<file path="config.mk">
export PLATFORM = sky130hd
export DESIGN_NAME = ftdi_receiver
export DESIGN_NICKNAME = d
export VERILOG_FILES = /design/src/rtl/ftdi_receiver.sv
export SDC_FILE = /design/constraint.sdc
export NUM_CORES = 1
export LEC_CHECK = 0
export ABC_AREA = 1
export BUFFER_PORTS_ARGS = -buffer_cell sky130_fd_sc_hd__buf_2
export CAP_MARGIN = 20
export CORE_MARGIN = 2
export CORE_UTILIZATION = 50
export DETAILED_ROUTE_END_ITERATION = 8
export PLACE_DENSITY = 0.73
export SKIP_LAST_GASP = 1
export SLEW_MARGIN = 20
export SYNTH_ARGS = -nofsm -noshare
export SYNTH_HDL_FRONTEND = slang
export SYNTH_SLANG_ARGS = --single-unit
</file>
<file path="constraint.sdc">
create_clock -name clk -period 1.6 [get_ports clk]
set_clock_uncertainty 0.2 [all_clocks]
set_input_delay 0.08 -clock clk [delete_from_list [all_inputs] [get_ports clk]]
set_output_delay 0.08 -clock clk [all_outputs]
set_load 0.1 [all_outputs]
</file>
<file path="src/rtl/ftdi_receiver.sv">
// ftdi_receiver
//   UART receive path for the FTDI link (8N1, LSB first). The serial line is
//   brought into the clock domain by a two-flop synchroniser, a start edge is
//   detected in IDLE and each bit is sampled in the middle of its period by a
//   reloading down-counter. Completed bytes are presented on rx_data/rx_valid.
//
//   Handshake: rx_valid high means rx_data holds an unconsumed byte. The
//   consumer takes it by asserting rx_ack for a cycle while rx_valid is high;
//   rx_valid clears on the following cycle. rx_ack with rx_valid low is
//   ignored. A byte delivered in the same cycle as rx_ack replaces the old one
//   and keeps rx_valid high. A byte delivered while rx_valid is high and no
//   rx_ack is present overwrites rx_data and pulses overrun.
//
// Ports
//   clk          system clock, rising edge
//   reset        asynchronous, active-low reset
//   FTDI_TX      serial line from the FTDI chip, idle high, asynchronous
//   rx_ack       consumer accepts the byte on rx_data
//   rx_data      last received byte
//   rx_valid     rx_data holds an unconsumed byte
//   frame_error  one-cycle pulse, stop bit sampled low
//   overrun      one-cycle pulse, byte completed while rx_valid was high
//   FTDI_RTS     ready to receive (!rx_valid)
//   busy         receiver is not in IDLE
//   dbg_state    current FSM state encoding, for observation only
module ftdi_receiver #(
    parameter int FREQUENCY = 50_000_000,
    parameter int BAUD_RATE = 115_200,
    parameter int CNT_WIDTH = 16
) (
    input  logic       clk,
    input  logic       reset,
    input  logic       FTDI_TX,
    input  logic       rx_ack,
    output logic [7:0] rx_data,
    output logic       rx_valid,
    output logic       frame_error,
    output logic       overrun,
    output logic       FTDI_RTS,
    output logic       busy,
    output logic [2:0] dbg_state
);

    localparam int CLKS_PER_BIT = FREQUENCY / BAUD_RATE;
    localparam logic [CNT_WIDTH-1:0] HALF_LOAD = CNT_WIDTH'(CLKS_PER_BIT / 2 - 1);
    localparam logic [CNT_WIDTH-1:0] FULL_LOAD = CNT_WIDTH'(CLKS_PER_BIT - 1);

    typedef enum logic [2:0] {
        S_IDLE  = 3'd0,
        S_START = 3'd1,
        S_DATA  = 3'd2,
        S_STOP  = 3'd3,
        S_BREAK = 3'd4
    } state_t;

    state_t               state_q, state_d;
    logic [1:0]           sync_q, sync_d;
    logic                 rx_prev_q, rx_prev_d;
    logic [CNT_WIDTH-1:0] cnt_q, cnt_d;
    logic [2:0]           bit_idx_q, bit_idx_d;
    logic [7:0]           shift_q, shift_d;
    logic [7:0]           rx_data_q, rx_data_d;
    logic                 rx_valid_q, rx_valid_d;
    logic                 frame_error_q, frame_error_d;
    logic                 overrun_q, overrun_d;

    logic rx_s;
    logic cnt_zero;
    logic deliver;
    logic stop_bad;

    assign rx_s     = sync_q[1];
    assign cnt_zero = (cnt_q == '0);

    always_comb begin
        sync_d        = {sync_q[0], FTDI_TX};
        rx_prev_d     = rx_s;
        state_d       = state_q;
        cnt_d         = cnt_q;
        bit_idx_d     = bit_idx_q;
        shift_d       = shift_q;
        deliver       = 1'b0;
        stop_bad      = 1'b0;

        case (state_q)
            S_IDLE: begin
                // Falling edge of the synchronised line starts a frame.
                if (rx_prev_q && !rx_s) begin
                    cnt_d   = HALF_LOAD;
                    state_d = S_START;
                end
            end
            S_START: begin
                if (cnt_zero) begin
                    if (!rx_s) begin
                        cnt_d     = FULL_LOAD;
                        bit_idx_d = 3'd0;
                        state_d   = S_DATA;
                    end else begin
                        // Line is high again at mid start bit: a glitch.
                        state_d = S_IDLE;
                    end
                end else begin
                    cnt_d = cnt_q - CNT_WIDTH'(1);
                end
            end
            S_DATA: begin
                if (cnt_zero) begin
                    // Bits arrive LSB first, so shift in from the top.
                    shift_d = {rx_s, shift_q[7:1]};
                    cnt_d   = FULL_LOAD;
                    if (bit_idx_q == 3'd7) begin
                        state_d = S_STOP;
                    end else begin
                        bit_idx_d = bit_idx_q + 3'd1;
                    end
                end else begin
                    cnt_d = cnt_q - CNT_WIDTH'(1);
                end
            end
            S_STOP: begin
                if (cnt_zero) begin
                    if (rx_s) begin
                        deliver = 1'b1;
                        state_d = S_IDLE;
                    end else begin
                        stop_bad = 1'b1;
                        state_d  = S_BREAK;
                    end
                end else begin
                    cnt_d = cnt_q - CNT_WIDTH'(1);
                end
            end
            S_BREAK: begin
                // Hold here while the line stays low so a break is not
                // decoded as a stream of 0x00 bytes.
                if (rx_s) begin
                    state_d = S_IDLE;
                end
            end
            default: begin
                state_d = S_IDLE;
            end
        endcase

        rx_data_d     = rx_data_q;
        rx_valid_d    = rx_valid_q;
        if (rx_ack) begin
            rx_valid_d = 1'b0;
        end
        if (deliver) begin
            rx_data_d  = shift_q;
            rx_valid_d = 1'b1;
        end
        overrun_d     = deliver && rx_valid_q && !rx_ack;
        frame_error_d = stop_bad;
    end

    always_ff @(posedge clk or negedge reset) begin
        if (!reset) begin
            state_q       <= S_IDLE;
            sync_q        <= 2'b11;
            rx_prev_q     <= 1'b1;
            cnt_q         <= '0;
            bit_idx_q     <= 3'd0;
            shift_q       <= 8'h00;
            rx_data_q     <= 8'h00;
            rx_valid_q    <= 1'b0;
            frame_error_q <= 1'b0;
            overrun_q     <= 1'b0;
        end else begin
            state_q       <= state_d;
            sync_q        <= sync_d;
            rx_prev_q     <= rx_prev_d;
            cnt_q         <= cnt_d;
            bit_idx_q     <= bit_idx_d;
            shift_q       <= shift_d;
            rx_data_q     <= rx_data_d;
            rx_valid_q    <= rx_valid_d;
            frame_error_q <= frame_error_d;
            overrun_q     <= overrun_d;
        end
    end

    assign rx_data     = rx_data_q;
    assign rx_valid    = rx_valid_q;
    assign frame_error = frame_error_q;
    assign overrun     = overrun_q;
    assign FTDI_RTS    = !rx_valid_q;
    assign busy        = (state_q != S_IDLE);
    assign dbg_state   = state_q;

endmodule

</file>
Yosys cells after proc, flatten, opt, wreduce, memory -nomap -nowiden
Cells that the tools add are included.
{"block": "word_totals", "reg_bits": 44, "input_bits": 4, "out_inout_bits": 16}
{"block": "classes", "n_addsub": 2, "n_eq_ne": 15, "n_mux": 28, "reduce_logical": 16}
{"op": "16-bit two-way mux", "count": 5}
{"op": "16-bit one-hot mux with 4 select lines", "count": 1}
{"op": "3-bit two-way mux", "count": 11}
{"op": "2-bit inequality test (second input constant)", "count": 9}
{"op": "16-bit zero test", "count": 1}
{"op": "16-bit by 1-bit subtractor with 16-bit output (second input constant)", "count": 1}
{"op": "3-bit one-hot mux with 5 select lines", "count": 1}
{"op": "1-bit two-way mux", "count": 8}
{"op": "3-bit by 2-bit equality test with 1-bit output (second input constant)", "count": 2}
{"op": "3-bit equality test (second input constant)", "count": 2}
{"op": "3-bit one-hot mux with 2 select lines", "count": 1}
{"op": "6-bit AND reduction", "count": 1}
{"op": "5-bit AND reduction", "count": 1}
{"op": "4-bit AND reduction", "count": 1}
{"op": "2-bit nonzero test", "count": 2}
{"op": "4-bit nonzero test", "count": 1}
{"op": "3-bit by 1-bit adder with 3-bit output (second input constant)", "count": 1}
{"op": "3-bit by 1-bit equality test with 1-bit output (second input constant)", "count": 1}
{"op": "1-bit logical AND", "count": 3}
{"op": "1-bit zero test", "count": 3}
{"op": "3-bit zero test", "count": 1}
{"op": "3-bit inequality test (second input constant)", "count": 1}
{"op": "3-bit nonzero test", "count": 1}
{"op": "2-bit two-way mux", "count": 1}
{"op": "2-bit AND reduction", "count": 1}

Logic depth before layout (Yosys ltp)
Gate-level depths: netlist (run 1).
{"block": "logic_depth", "word_depth": 5, "depth_mapped": 11, "depth_no_buf": 11}

Least setup slack after synthesis (run 1)
OpenSTA, ideal clock, no wires.
{"block": "synth_timing", "path_type": "flip-flop to flip-flop", "from": "register state_q[0], in the netlist dbg_state[0]", "to": "register cnt_q[12]", "setup_ps": 117, "arrival_time_ps": 1964, "required_time_ps": 1283, "slack_ps": -681, "path_stages_with_launch": 9, "n_path_buf": 1, "path_cell_list": "dfrtp_1 -> nor2_1 -> a21oi_4 -> nand2_4 -> inv_4 -> buf_6 -> nand3_2 -> nand2_2 -> nor2_2"}
{"block": "synth_via", "elab_chain_len": 3}
{"element": "from (decl)", "line": "56", "text": "state_t state_q, state_d;"}
{"element": "from (signal assigned)", "line": "172", "text": "state_q <= state_d;"}
{"element": "3-bit by 1-bit equality test with 1-bit output (tied with other cells)", "line": "85", "text": "case (state_q)"}
{"element": "3-bit inequality test (no source line) (tied with other cells)"}
{"element": "4-bit AND reduction (no source line)"}
{"element": "to (signal assigned)", "line": "175", "text": "cnt_q <= cnt_d;"}
{"element": "to (decl)", "line": "59", "text": "logic [CNT_WIDTH-1:0] cnt_q, cnt_d;"}
Several ways; a longest one is shown, not always the timed one.
A chain may end at the register's enable or synchronous reset.

Worst setup path in the final report (run 1)
{"block": "layout_timing", "from": "register cnt_q[1]", "to": "register cnt_q[15]"}
{"block": "layout_via", "elab_chain_len": 3}
{"element": "16-bit by 1-bit subtractor with 16-bit output or 16-bit zero test (tied branches)"}
{"element": "16-bit two-way mux (tied with other cells)", "line": "122", "text": "if (cnt_zero) begin"}
{"element": "16-bit one-hot mux with 4 select lines or 4-bit AND reduction (tied branches)"}
Several ways; a longest one is shown, not always the timed one. The select of a mux whose other input is x is not followed.

==> results of run 1 <==
==> logic make-up after synthesis <==
family,Yosys count
AO/OA/AOI/OAI,37
XOR/XNOR,2
adder cells (fa/ha/maj),4
buffers and inverters,46
flip-flops,44
AND/OR/NAND/NOR,163
==> registers in the layout (all words and copies together) (netlist names), 2 cells and up <==
register   count
bit_idx_q      3
cnt_q         16
dbg_state      3
rx_data        8
shift_q        8
sync_q         2
==> power by group <==
part           switching (W)  leakage, nW  total, W  internal (W)
clock               0.000406       0.0614  0.000917      0.000511
combinational        0.00168         1.08   0.00292       0.00123
sequential          0.000146        0.575   0.00140       0.00125
total                0.00224         1.72   0.00524       0.00300
==> cell type report <==
class / instances / area [um2] / area share [%]
multi-input combinational: 209 / 1290 / 37.4
tap: 52 / 65.1 / 1.89
timing repair buffer: 87 / 669 / 19.4
clock buffer: 6 / 82.6 / 2.40
clock inverter: 2 / 38.8 / 1.13
inverter: 43 / 183 / 5.30
sequential: 44 / 1120 / 32.5
==> path summary, 6_finish.rpt <==
check,start,endpoint,cells after the start
max reg2reg,cnt_q[1],cnt_q[15],11
max in group asynchronous,reset,sync_q[0],3
min in group clk,sync_q[0],sync_q[1],0
max,cnt_q[1],cnt_q[15],11
min reg2reg,sync_q[0],sync_q[1],0
min,reset,cnt_q[12],2
==> per-layer routing <==
layer,part of all wire (%),global-route usage (%)
met2,51,42.2
met3,4.2,4.31
met4,1.5,7.20
met1,43,33.5
met5,0,0
==> stage by stage <==
| step | worst slack [ns] | TNS (ns) | area, um2 | util (%) |
|---|---|---|---|---|
| 3_3_place_gp | -0.126 | -2.86 | 2900 | 65.3 |
| 6_report | -0.160 | -3.62 | 3450 | 77.6 |
| 4_1_cts | -0.0842 | -1.84 | 3270 | 73.6 |
| 3_5_place_dp | -0.199 | -4.38 | 2900 | 65.3 |
| 2_1_floorplan | -0.227 | -4.45 | 2370 | - |
| 5_1_grt | -0.275 | -6.94 | 3450 | 77.6 |
==> synthesized netlist by cell type, drive strengths merged <==
cell	number	area [um2]
a21oi	2	25.0
dfrtp	41	1030
o21ai	31	159
nand2	95	384
o31ai	1	7.51
ha	4	50.1
o22ai	2	12.5
nand3	18	120
xor2	2	17.5
dfstp	3	78.8
nor2	41	204
o21bai	1	7.51
nor3	1	5.00
nor3b	2	15.0
buf	3	27.5
nand4	6	37.5
inv	43	164
==> what timing repair did <==
action	4_1_cts	5_1_grt
setup endpoints to repair	41	42
setup buffers	8	8
hold endpoints to repair	45	0
resized for setup	47	44
hold buffers	3	0
pin swaps	19	21
gates cloned	3	0
==> run_results.csv, run 1 <==
group,metric,value,unit
die,row_count,24,
timing,worst_slack,-0.160,ns
timing,finalHoldViolCount,0,
power_and_ir_drop,p_total,0.00524,W
worst_setup_path,cp_slowest_cell,"dfrtp_1",
synthesis,synth_seq_cells,44,
synthesis,synth_compound_area_share,9.03,%
synthesis,synth.area.mux_share,0,%
worst_setup_path,cp_max_fo,6,
worst_setup_path,critPathKind,"reg2reg",
worst_setup_path,critPathLaunchType,"flop",
worst_setup_path,crit_chain,"inv_2, ha_4, nand2_4, nor2_4, nand2_4, nand2_4, nand2_4, nor2_4, inv_4, nand2_1, nor2_1",
detailed_routing,wire_per_inst,14.8,um
clocking,cts_root_buffer,"clkbuf_8",
placed_design,dpl.cell_count,415,
synthesis,syn_area,2340,um2
power_and_ir_drop,p_per_area,1520,nW/um2
timing,setup_viol,40,
clocking,numCtsBuffers,5,
die,core_area,4440,um2
finish,area_growth,47.2,%
die,io_pins,20,
timing,grt_setup_unrepaired,"yes",
synthesis,synth_cell_types,29,
detailed_routing,viasPerCell,5.29,
finish,final_nets,398,
die,die-area,5250,um2
global_route,grt_pass1_vias,2245,
detailed_routing,firstDrtPassIters,5,
die,fp.dieW,72.4,um
clocking,clk_pin_slew,0.09,ns
detailed_routing,drc,0,
detailed_routing,drt.antenna.violating_nets,0,
detailed_routing,drt_iter0_drc,242,
hold_path,hold_path_class,"in2async",
synthesis,synthCells,296,
worst_setup_path,endpoint_kind,"flop",
timing,drv_slew,0,
timing,holdWs,0.0103,ns
worst_setup_path,cp_slowest_stage_delay,0.40,ns
status,status,"finished with violations",
clocking,clock_sinks,44,
status,violations,"negative setup slack",
worst_setup_path,crit_buf_inv,2,
worst_setup_path,path_common_cell,"nand2_4",
clocking,clock_latency,0.31,ns
finish,final_common_cell,"nand2_1",
die,dieHeight,72.4,um
clocking,cts_tree,"built",
finish,fill_cells,279,
finish,layout-drive-gt1-share,46.0,%
synthesis,synthXorXnorAreaFrac,0.748,%
finish,most-common-layout-cells,"nand2_1 (69), buf_4 (57), dfrtp_1 (36)",
run,maxCapViolCount,0,
power_and_ir_drop,leakage,1.72,nW
global_route,grt-ovfl-total,0,
global_route,grt_max_degree,31,
timing,max_slew_margin,66.3,%
clocking,htree_levels,2,
synthesis,synthAdderAreaFrac,2.14,%
detailed_routing,vias,2344,
global_route,antenna_found_initial,0,
clocking,clock_path_buffers,2,
timing,finalCritPeriodShare,110,%
synthesis,synth_top_family_by_area,"simple AND/OR/NAND/NOR gates",
placed_design,numPortBuffers,19,
synthesis,yosysSeqAreaShare,47.2,%
worst_setup_path,cp_top_family,"simple AND/OR/NAND/NOR gates",
worst_setup_path,rrSetupSlack,-0.16,ns
global_route,grt_pass1_wl,10100,um
detailed_routing,totalWireLength,6570,um
timing,period_needed,1.76,ns
die,initial_core_util,52.7,%
timing,fmax,0.568,GHz
finish,antenna_cells,0,
global_route,grt_use_total,25.1,%
worst_setup_path,cp_data_arrival_time,1.77,ns
worst_setup_path,worstPathRequired,1.61,ns
placed_design,hpwl,3890,um
timing,worst_pin_slew,0.508,ns
power_and_ir_drop,irDropWorstVdd,1.26,mV
synthesis,yosys_warnings,0,
placed_design,gp_congestion,0.839,
synthesis,syn_nets,304,
synthesis,yosys.area_share.simple,32.7,%
finish,stdcell_count,443,
synthesis,syn_area_per_cell,7.91,um2
No activity file was read; power rests on OpenSTA's default activity.
==> inputs of run 2 (changes only) <==
--- a/config.mk
+++ b/config.mk
@@ -11,7 +11,7 @@
 export CORE_MARGIN = 2
 export CORE_UTILIZATION = 50
 export DETAILED_ROUTE_END_ITERATION = 8
-export PLACE_DENSITY = 0.73
+export PLACE_DENSITY = 0.71
 export SKIP_LAST_GASP = 1
 export SLEW_MARGIN = 20
 export SYNTH_ARGS = -nofsm -noshare
==> constraint.sdc (replaced) <==
create_clock -name clk -period 2.3 [get_ports clk]
set_clock_uncertainty 0.2 [all_clocks]
set_input_delay 0.115 -clock clk [delete_from_list [all_inputs] [get_ports clk]]
set_output_delay 0.115 -clock clk [all_outputs]
set_load 0.1 [all_outputs]
==> run 2 against run 1 <==
The flow now finishes without violations. Power fell by 48%. Clock-buffer cell count unchanged. Critical path depth stayed put. Die area unchanged. Sequential share of layout area rose by 9.3 points. Cell count decreased by 15%. Critical endpoint is now cnt_q[2]. Highest routed layer unchanged.
==> run_results.csv, run 2 (synthesized netlist as in run 1, its figures left out) <==
group,metric,value,unit
status,status,"completed",
hold_path,hold_depth,0,
clocking,clk_pin_slew,0.08,ns
power_and_ir_drop,p_clk_share,25.1,%
finish,antenna_cells,0,
power_and_ir_drop,leakage,1.34,nW
clocking,htree_levels,2,
placed_design,gp_congestion,0.875,
power_and_ir_drop,p_int,0.00158,W
placed_design,post_dp_cell_area,2480,um2
detailed_routing,drc,0,
timing,max_slew_margin,63.0,%
worst_setup_path,endpoint_kind,"flop",
timing,worst_pin_slew,0.554,ns
detailed_routing,totalWireLength,4560,um
finish,largest_register_ffs,16,
detailed_routing,wire_per_inst,12.1,um
die,io_pins,20,
hold_path,hold_path_class,"reg2reg",
die,dieHeight,72.4,um
clocking,clock_sinks,44,
clocking,numCtsBuffers,5,
power_and_ir_drop,swShare,42.4,%
worst_setup_path,critPathKind,"reg2reg",
die,die-area,5250,um2
finish,final_nets,331,
finish,area_growth,12.9,%
placed_design,hpwl,3280,um
clocking,cts_tree,"built",
power_and_ir_drop,seqPwrFrac,35.2,%
worst_setup_path,rr_worst_depth,11,
die,core_area,4440,um2
clocking,postCtsResizedCells,0,
clocking,cts_root_buffer,"clkbuf_8",
global_route,grt_use_total,20.2,%
finish,design_area,2640,um2
timing,fmax,0.523,GHz
clocking,clock_path_buffers,2,
power_and_ir_drop,comb_power_share,39.7,%
timing,setup_viol,0,
worst_setup_path,worstPathRequired,2.29,ns
worst_setup_path,rr_endpoint,"cnt_q[2]",
clocking,cts_setup_buffers,0,
worst_setup_path,rrSetupSlack,0.39,ns
run,maxCapViolCount,0,
clocking,clock_latency,0.30,ns
timing,finalSetupTns,0,ns
clocking,cts_hold_buf,3,
global_route,grt_max_degree,45,
worst_setup_path,r2r_start,"cnt_q[0]",
timing,finalHoldViolCount,0,
timing,drv_slew,0,
hold_path,min_to,"sync_q[1]",
global_route,grt_pass1_vias,1820,
die,fp.dieW,72.4,um
power_and_ir_drop,p_per_area,1040,nW/um2
detailed_routing,vias,1883,
hold_path,holdCritStartpoint,"sync_q[0]",
die,initial_core_util,52.7,%
worst_setup_path,cp_max_fo,6,
global_route,grt-ovfl-total,0,
detailed_routing,drt_iter0_drc,129,
die,row_count,24,
worst_setup_path,critPathLaunchType,"flop",
global_route,antenna_found_initial,0,
finish,regMostFlops,"cnt_q",
timing,finalCritPeriodShare,83.1,%
worst_setup_path,cp_data_arrival_time,1.90,ns
placed_design,numPortBuffers,19,
finish,final_common_cell,"nand2_1",
detailed_routing,firstDrtPassIters,4,
timing,period_needed,1.91,ns
finish,most-common-layout-cells,"nand2_1 (86), dfrtp_1 (41), inv_1 (38)",
finish,layout-drive-gt1-share,18.5,%
detailed_routing,viasPerCell,5.01,
timing,grt_setup_unrepaired,"no",
global_route,grt_pass1_wl,8210,um
power_and_ir_drop,irDropWorstVdd,0.918,mV
detailed_routing,drt.antenna.violating_nets,0,
power_and_ir_drop,switchingPower,0.00116,W
timing,holdWs,0.159,ns
run 2: cell count changes in the layout (fill, tap and decap cells not counted), sizes merged:
cell and change:
bufinv +1, inv +2, nand2 -1, clkinvlp -1
buf -63, nand3 -2, clkinv -2, clkbuf -1
run 2: routing by layer:
| layer | GRT usage, % | wire length [um] | vias to the layer above | part of all wire, % |
|---|---|---|---|---|
| met4 | 5.56 | 46 | 0 | 1.0 |
| met1 | 26.7 | 2170 | 861 | 47 |
| li1 | - | - | 984 | - |
| met2 | 33.0 | 2160 | 32 | 47 |
| met5 | 0 | 0 | - | 0 |
| met3 | 5.42 | 192 | 6 | 4.2 |
run 2: through the flow:
| step | power (W) | cells | setup WS, ns | utilization [%] |
|---|---|---|---|---|
| after CTS | 0.00275 | 376 | 0.389 | 59.5 |
| final | 0.00274 | 376 | 0.388 | 59.5 |
| after detailed placement | 0.00205 | 365 | 0.413 | 55.8 |
| after floorplan | 0.00184 | 296 | 0.0187 | - |
| after global placement | 0.00204 | 365 | 0.423 | 55.8 |
| after global routing | 0.00293 | 376 | 0.207 | 59.5 |
run 2: worst max path at each step:
stage | start | end | slack (ns) | depth (start not counted)
CTS | cnt_q[0] | cnt_q[9] | 0.39 | 11
detailed placement | cnt_q[0] | cnt_q[15] | 0.41 | 11
finish | cnt_q[0] | cnt_q[2] | 0.39 | 11
global placement | cnt_q[0] | cnt_q[2] | 0.42 | 11
global route | cnt_q[0] | cnt_q[13] | 0.21 | 11
floorplan | dbg_state[0] | cnt_q[12] | 0.02 | 8
run 2: critical path, stage by stage, from the launching register on:
cell     delay [ns]
dfrtp_1        0.39
inv_1          0.12
ha_1           0.19
nand2_1        0.09
nor2_4         0.15
nand2_2        0.11
nand2_2        0.10
nand2_2        0.11
nor2_4         0.13
inv_2          0.09
nand2_1        0.08
nor2_1         0.04
run 2: cell type report:
cell class / instances / area [um2]
Fill cell: 400 / 1800
Clock inverter: 2 / 60.1
Clock buffer: 6 / 72.6
Tap cell: 52 / 65.1
Timing Repair Buffer: 23 / 133
Sequential cell: 44 / 1100
Inverter: 43 / 164
Multi-Input combinational cell: 206 / 1040
run 2: power groups by stage:
stage	Sequential [W]	Clock [W]	Combinational [W]
5_1_grt	0.000976	0.000735	0.00122
3_5_place_dp	0.000976	0	0.00107
4_1_cts	0.000961	0.000704	0.00108
3_3_place_gp	0.000973	0	0.00106
6_report	0.000964	0.000688	0.00109
2_1_floorplan	0.00107	0	0.000774
